`config.mk`:
```
export PLATFORM = sky130hd
export DESIGN_NAME = legv8_multicycle_ctrl
export DESIGN_NICKNAME = d
export VERILOG_FILES = /design/src/rtl/legv8_multicycle_ctrl.sv
export SDC_FILE = /design/constraint.sdc
export NUM_CORES = 1
export LEC_CHECK = 0
export BUFFER_PORTS_ARGS = -buffer_cell sky130_fd_sc_hd__buf_2
export CORE_MARGIN = 10
export CORE_UTILIZATION = 30
export DETAILED_ROUTE_END_ITERATION = 10
export RECOVER_POWER = 50
export SLEW_MARGIN = 20
export SYNTH_ARGS = -nofsm -noshare
export SYNTH_HDL_FRONTEND = slang
export SYNTH_SLANG_ARGS = --single-unit
```
`constraint.sdc`:
```
create_clock -name clock_i -period 3.7 [get_ports clock_i]
set_input_delay 0.37 -clock clock_i [delete_from_list [all_inputs] [get_ports clock_i]]
set_output_delay 0.37 -clock clock_i [all_outputs]
set_load 0.1 [all_outputs]
```
`src/rtl/legv8_multicycle_ctrl.sv`:
```
// Multicycle LEGv8 control unit: FETCH/EXEC/MEM_LD/MEM_ST/HALT sequencer with memory wait timeout.
// Optional B.cond decode is enabled by defining LEGV8_BCOND_EN.
module legv8_multicycle_ctrl #(
  parameter int unsigned MemTimeout = 255,
  parameter int unsigned ToW        = 8
) (
  input  logic        clock_i,
  input  logic        reset_i,
  input  logic [31:0] ir_out_i,
  input  logic [3:0]  status_i,
  input  logic [3:0]  sr_out_i,
  input  logic        mem_ready_i,
  output logic [4:0]  da_o,
  output logic [4:0]  sa_o,
  output logic [4:0]  sb_o,
  output logic        w_o,
  output logic        il_o,
  output logic        sl_o,
  output logic [4:0]  fs_o,
  output logic        c0_o,
  output logic [1:0]  ps_o,
  output logic        pc_sel_o,
  output logic        b_sel_o,
  output logic        en_alu_o,
  output logic        en_b_o,
  output logic        en_pc_o,
  output logic        en_addr_alu_o,
  output logic        en_addr_pc_o,
  output logic [63:0] constant_o,
  output logic        mem_read_o,
  output logic        mem_write_o,
  output logic        halted_o,
  output logic        fault_o
);

  typedef enum logic [2:0] {StFetch, StExec, StMemLd, StMemSt, StHalt} state_e;

  localparam logic [4:0] FsAnd = 5'b00000;
  localparam logic [4:0] FsOrr = 5'b00100;
  localparam logic [4:0] FsAdd = 5'b01000;
  localparam logic [4:0] FsSub = 5'b01010;

  state_e         state_q, state_d;
  logic [ToW-1:0] cnt_q, cnt_d;
  logic           fault_q, fault_d;

  logic [10:0] op11;
  logic [9:0]  op10;
  logic [7:0]  op8;
  logic [5:0]  op6;
  assign op11 = ir_out_i[31:21];
  assign op10 = ir_out_i[31:22];
  assign op8  = ir_out_i[31:24];
  assign op6  = ir_out_i[31:26];

  logic is_add, is_sub, is_and, is_orr, is_adds, is_subs, is_addi, is_subi;
  logic is_ldur, is_stur, is_b, is_cbz, is_cbnz, is_rtype, is_legal, cb_taken;
  assign is_add   = (op11 == 11'b10001011000);
  assign is_sub   = (op11 == 11'b11001011000);
  assign is_and   = (op11 == 11'b10001010000);
  assign is_orr   = (op11 == 11'b10101010000);
  assign is_adds  = (op11 == 11'b10101011000);
  assign is_subs  = (op11 == 11'b11101011000);
  assign is_addi  = (op10 == 10'b1001000100);
  assign is_subi  = (op10 == 10'b1101000100);
  assign is_ldur  = (op11 == 11'b11111000010);
  assign is_stur  = (op11 == 11'b11111000000);
  assign is_b     = (op6 == 6'b000101);
  assign is_cbz   = (op8 == 8'b10110100);
  assign is_cbnz  = (op8 == 8'b10110101);
  assign is_rtype = is_add | is_sub | is_and | is_orr | is_adds | is_subs;
  assign cb_taken = is_cbz ? status_i[0] : ~status_i[0];

  logic is_bcond, bcond_taken;
`ifdef LEGV8_BCOND_EN
  // Flags are {V,C,N,Z}.
  assign is_bcond = (op8 == 8'b01010100);
  always_comb begin
    bcond_taken = 1'b0;
    case (ir_out_i[3:0])
      4'b0000: bcond_taken = sr_out_i[0];
      4'b0001: bcond_taken = ~sr_out_i[0];
      4'b1010: bcond_taken = (sr_out_i[1] == sr_out_i[3]);
      4'b1011: bcond_taken = (sr_out_i[1] != sr_out_i[3]);
      default: bcond_taken = 1'b0;
    endcase
  end
`else
  assign is_bcond    = 1'b0;
  assign bcond_taken = 1'b0;
  logic unused_sr;
  assign unused_sr = ^sr_out_i;
`endif

  logic unused_status;
  assign unused_status = ^status_i[3:1];

  assign is_legal = is_rtype | is_addi | is_subi | is_ldur | is_stur | is_b | is_cbz | is_cbnz |
                    is_bcond;

  logic wait_st, timeout;
  assign wait_st = (state_q == StFetch) || (state_q == StMemLd) || (state_q == StMemSt);
  assign timeout = wait_st && !mem_ready_i && (cnt_q == ToW'(MemTimeout));

  always_ff @(posedge clock_i or posedge reset_i) begin
    if (reset_i) begin
      state_q <= StFetch;
      cnt_q   <= '0;
      fault_q <= 1'b0;
    end else begin
      state_q <= state_d;
      cnt_q   <= cnt_d;
      fault_q <= fault_d;
    end
  end

  always_comb begin
    state_d = state_q;
    case (state_q)
      StFetch: begin
        if (mem_ready_i)  state_d = StExec;
        else if (timeout) state_d = StHalt;
      end
      StExec: begin
        if (is_ldur)       state_d = StMemLd;
        else if (is_stur)  state_d = StMemSt;
        else if (is_legal) state_d = StFetch;
        else               state_d = StHalt;
      end
      StMemLd, StMemSt: begin
        if (mem_ready_i)  state_d = StFetch;
        else if (timeout) state_d = StHalt;
      end
      default: state_d = StHalt;
    endcase
    // Any state change restarts the wait count for the next access.
    if (state_d != state_q)            cnt_d = '0;
    else if (wait_st && !mem_ready_i)  cnt_d = cnt_q + ToW'(1);
    else                               cnt_d = cnt_q;
    fault_d = fault_q | timeout;
  end

  always_comb begin
    da_o = '0; sa_o = '0; sb_o = '0;
    w_o = 1'b0; il_o = 1'b0; sl_o = 1'b0;
    fs_o = '0; c0_o = 1'b0; ps_o = 2'b00;
    pc_sel_o = 1'b0; b_sel_o = 1'b0;
    en_alu_o = 1'b0; en_b_o = 1'b0; en_pc_o = 1'b0;
    en_addr_alu_o = 1'b0; en_addr_pc_o = 1'b0;
    constant_o = '0;
    mem_read_o = 1'b0; mem_write_o = 1'b0;
    halted_o = 1'b0; fault_o = 1'b0;
    if (!reset_i) begin
      fault_o = fault_q;
      case (state_q)
        StFetch: begin
          en_addr_pc_o = 1'b1;
          mem_read_o   = 1'b1;
          il_o         = mem_ready_i;
        end
        StExec: begin
          if (is_rtype) begin
            sa_o = ir_out_i[9:5]; sb_o = ir_out_i[20:16]; da_o = ir_out_i[4:0];
            en_alu_o = 1'b1; w_o = 1'b1; ps_o = 2'b01;
            sl_o = is_adds | is_subs;
            if (is_sub | is_subs)      begin fs_o = FsSub; c0_o = 1'b1; end
            else if (is_and)           fs_o = FsAnd;
            else if (is_orr)           fs_o = FsOrr;
            else                       fs_o = FsAdd;
          end else if (is_addi | is_subi) begin
            sa_o = ir_out_i[9:5]; da_o = ir_out_i[4:0];
            b_sel_o = 1'b1; constant_o = {52'b0, ir_out_i[21:10]};
            en_alu_o = 1'b1; w_o = 1'b1; ps_o = 2'b01;
            fs_o = is_subi ? FsSub : FsAdd;
            c0_o = is_subi;
          end else if (is_b) begin
            constant_o = {{38{ir_out_i[25]}}, ir_out_i[25:0]};
            pc_sel_o = 1'b1; ps_o = 2'b11;
          end else if (is_cbz | is_cbnz) begin
            sa_o = ir_out_i[4:0]; sb_o = 5'd31; fs_o = FsAdd;
            if (cb_taken) begin
              constant_o = {{45{ir_out_i[23]}}, ir_out_i[23:5]};
              pc_sel_o = 1'b1; ps_o = 2'b11;
            end else begin
              ps_o = 2'b01;
            end
          end else if (is_bcond) begin
            if (bcond_taken) begin
              constant_o = {{45{ir_out_i[23]}}, ir_out_i[23:5]};
              pc_sel_o = 1'b1; ps_o = 2'b11;
            end else begin
              ps_o = 2'b01;
            end
          end
        end
        StMemLd, StMemSt: begin
          sa_o = ir_out_i[9:5]; b_sel_o = 1'b1; fs_o = FsAdd; en_addr_alu_o = 1'b1;
          constant_o = {{55{ir_out_i[20]}}, ir_out_i[20:12]};
          if (state_q == StMemLd) begin
            mem_read_o = 1'b1;
            if (mem_ready_i) begin da_o = ir_out_i[4:0]; w_o = 1'b1; ps_o = 2'b01; end
          end else begin
            sb_o = ir_out_i[4:0]; en_b_o = 1'b1; mem_write_o = 1'b1;
            if (mem_ready_i) ps_o = 2'b01;
          end
        end
        default: halted_o = 1'b1;
      endcase
    end
  end

endmodule

```
==> impl_metrics.ini <==
[run_status]
status = complete, no violations

[global_route]
grt_max_degree = 40
grt.overflow.total = 0
antenna_found_initial = 0
grt_pass1_vias = 2271
groute.usage.overall = 0.152
grt_pass1_wl_um = 13000

[sta]
fin_tns_setup_ns = 0
finalMaxSlewViolations = 0
setup-violations-final = 0
slew_headroom = 0.171
period_needed_ns = 3.26
tightest_slew_ns = 1.25
hold_viol_final = 0
clock_skew_ns = 0.000316
rsz0062_at_grt = false
fin_crit_sh = 0.880
clock.fmax_mhz = 307

[die]
start_util = 0.307
io_pins = 144
fp.dieH_um = 103
die_width_um = 103
core-area_um2 = 6790
rows = 30
die_area_um2 = 10700

[drt]
drc = 0
vias = 2413
drt-total-wl_um = 8920
drt-pass1-iter-count = 4
first_iter_violations = 212
vias_per_cell = 5.21
routedWlPerCell_um = 19.3
ant_nets = 0

[placement]
placed_area_um2 = 3440
dp_hpwl_um = 7500
port_buffers = 133
place_congestion = 0.872

[cells_and_area]
layout-drive-gt1-share = 0.332
num-nets-final = 413
areaGrowthSynthToFinish_pct = 61.9
fill_cells = 621
fin_area_um2 = 3380
antenna_cells = 0

[clocking]
cts-root-buf = clkbuf_8
cts_resized = 0
postCtsSetupBuffers = 0
postCtsHoldBufs = 0
cts.sinks = 12
cts-buffers-inserted = 3
cts_tree = built
clkSlewWorstSetupHoldPaths_ns = 0.05
htree_levels = 1
worstSkewPairLatency_ns = 0.23
clockBufferDepth = 2

[yosys]
synth_flop_cell = dfrtp_1
yosysWarnings = 0
synth.most_common_cell = buf_4
synth_common_cells = buf_4 (43), o21ai_0 (35), a21oi_1 (20)
ys_seq_area_frac = 0.144
async_flop_share = 1.00
synth.area.top_cells = buf_4 (15%), dfrtp_1 (14%), o21ai_0 (8.4%)
synth_top_area_cell = buf_4
synth_area_um2 = 2090
synth_edf_count = 0
syn-instance-count = 281
synth_cell_types = 54
yosys.area.top_type_share = 0.155
yosys_register_bits = 12
synth.avg_cell_area_um2 = 7.42

[job]
maxCapViolations = 0

[setup_path]
r2r_setup_slack_ns = 1.52
worstPathArrival_ns = 2.89
cp-end-kind = output pin
cp.required_ns = 3.33
path_cells = nand2b_1 -> nor3_4 -> o221ai_1 -> buf_4 -> o21ai_0 -> clkbuf_1
start_kind = flip-flop
criticalPathCategory = reg2out
r2r_end = cnt_q[6]
rr_worst_depth = 5
critPathMaxStageDelay_ns = 0.88
r2r-start = state_q[2]
cp_slowest_cell = clkbuf_1
crit_fanout = 21

[worst_hold_path]
min_path_type = in2async

[power_and_ir_drop]
power.density_nw_per_um2 = 133
vdd_ir_drop_max_mv = 0.157
power.leakage_uw = 0.00141
layout make-up:
type	count	area, um2	area share
flip-flops and latches	12	300	0.0889
well taps	96	120	0.0356
multi-input cells	208	1390	0.412
clock buffers	3	41.3	0.0122
inverters	6	22.5	0.00667
repair buffers	138	1500	0.444
flip-flops by register name (all words and copies together) (netlist names):
register and count:
cnt_q 8, state_q 3, fault_q 1
cell usage in the layout, fill, tap and decap left out, types with 3 or more instances in the layout:
| master | n |
|---|---|
| dlymetal6s4s_1 | 4 |
| inv_1 | 6 |
| o21ai_0 | 21 |
| nand2_1 | 18 |
| xor2_1 | 5 |
| nor2b_1 | 4 |
| nand2b_1 | 5 |
| nand4_1 | 4 |
| nor3_1 | 4 |
| or4b_4 | 3 |
| nor3_2 | 3 |
| or2_2 | 3 |
| dfrtp_1 | 12 |
| buf_2 | 45 |
| buf_4 | 3 |
| a22oi_1 | 14 |
| clkbuf_8 | 3 |
| o21ai_1 | 13 |
| clkbuf_1 | 31 |
| a22o_1 | 5 |
| a21oi_1 | 20 |
| o21bai_1 | 3 |
| buf_12 | 53 |
| nand3_1 | 6 |
| and2_1 | 6 |
| conb_1 | 3 |
| mux2i_1 | 13 |
| nor2_1 | 18 |
per-layer routing:
layer / part of all wire / vias to the layer above / GRT usage
met2: 0.52 / 102 / 0.276
met3: 0.10 / 7 / 0.0458
met5: 0 / - / 0
li1: - / 1150 / -
met1: 0.38 / 1154 / 0.175
met4: 0.0054 / 0 / 0.0193
report_power, final:
part | leakage [uW] | switching [uW] | total [uW] | internal [uW]
Sequential | 0.000162 | 13.1 | 157 | 144
Combinational | 0.00123 | 130 | 180 | 49.9
Clock | 0.0000216 | 41.5 | 113 | 71.2
Total | 0.00141 | 185 | 450 | 265
per-stage QoR:
step / total power [uW] / hold WS [ns] / setup WS (ns) / util / cells
after floorplan: 281 / 0.243 / -0.258 / - / 283
after global placement: 335 / 0.446 / 0.805 / 0.506 / 460
after detailed placement: 340 / 0.459 / 0.758 / 0.506 / 460
after CTS: 456 / 0.298 / 0.568 / 0.512 / 463
after global routing: 477 / 0.483 / 0.272 / 0.497 / 463
final: 450 / 0.446 / 0.443 / 0.497 / 463
worst max-delay path by stage:
stage	startpoint	endpoint	slack, ns	depth (start not counted)
2_1_floorplan	ir_out_i[30]	constant_o[16]	-0.26	6
3_3_place_gp	reset_i	constant_o[1]	0.81	6
3_5_place_dp	reset_i	constant_o[1]	0.76	6
4_1_cts	state_q[1]	constant_o[1]	0.57	5
5_1_grt	state_q[1]	constant_o[12]	0.27	6
6_report	state_q[1]	constant_o[12]	0.44	6
critical path, delay by kind of cell, from the launching register on:
family                 cells  cell delay [ns]
buffers and inverters      2             1.12
AND/OR/NAND/NOR            2             0.70
flip-flops                 1             0.47
AO/OA/AOI/OAI              2             0.35
cell families (layout without fill, tap and decap cells):
logic type	Yosys count	count (layout)	share of synthesized area
AND/OR/NAND/NOR	94	94	0.274
AO/OA/AOI/OAI	90	90	0.275
buffers and inverters	63	147	0.208
multiplexers	13	13	0.0624
flip-flops	12	12	0.144
XOR/XNOR	7	7	0.0294
adder cells (fa/ha/maj)	1	1	0.00600
other	1	3	0.00180
Power figures use the tool's default switching activity.
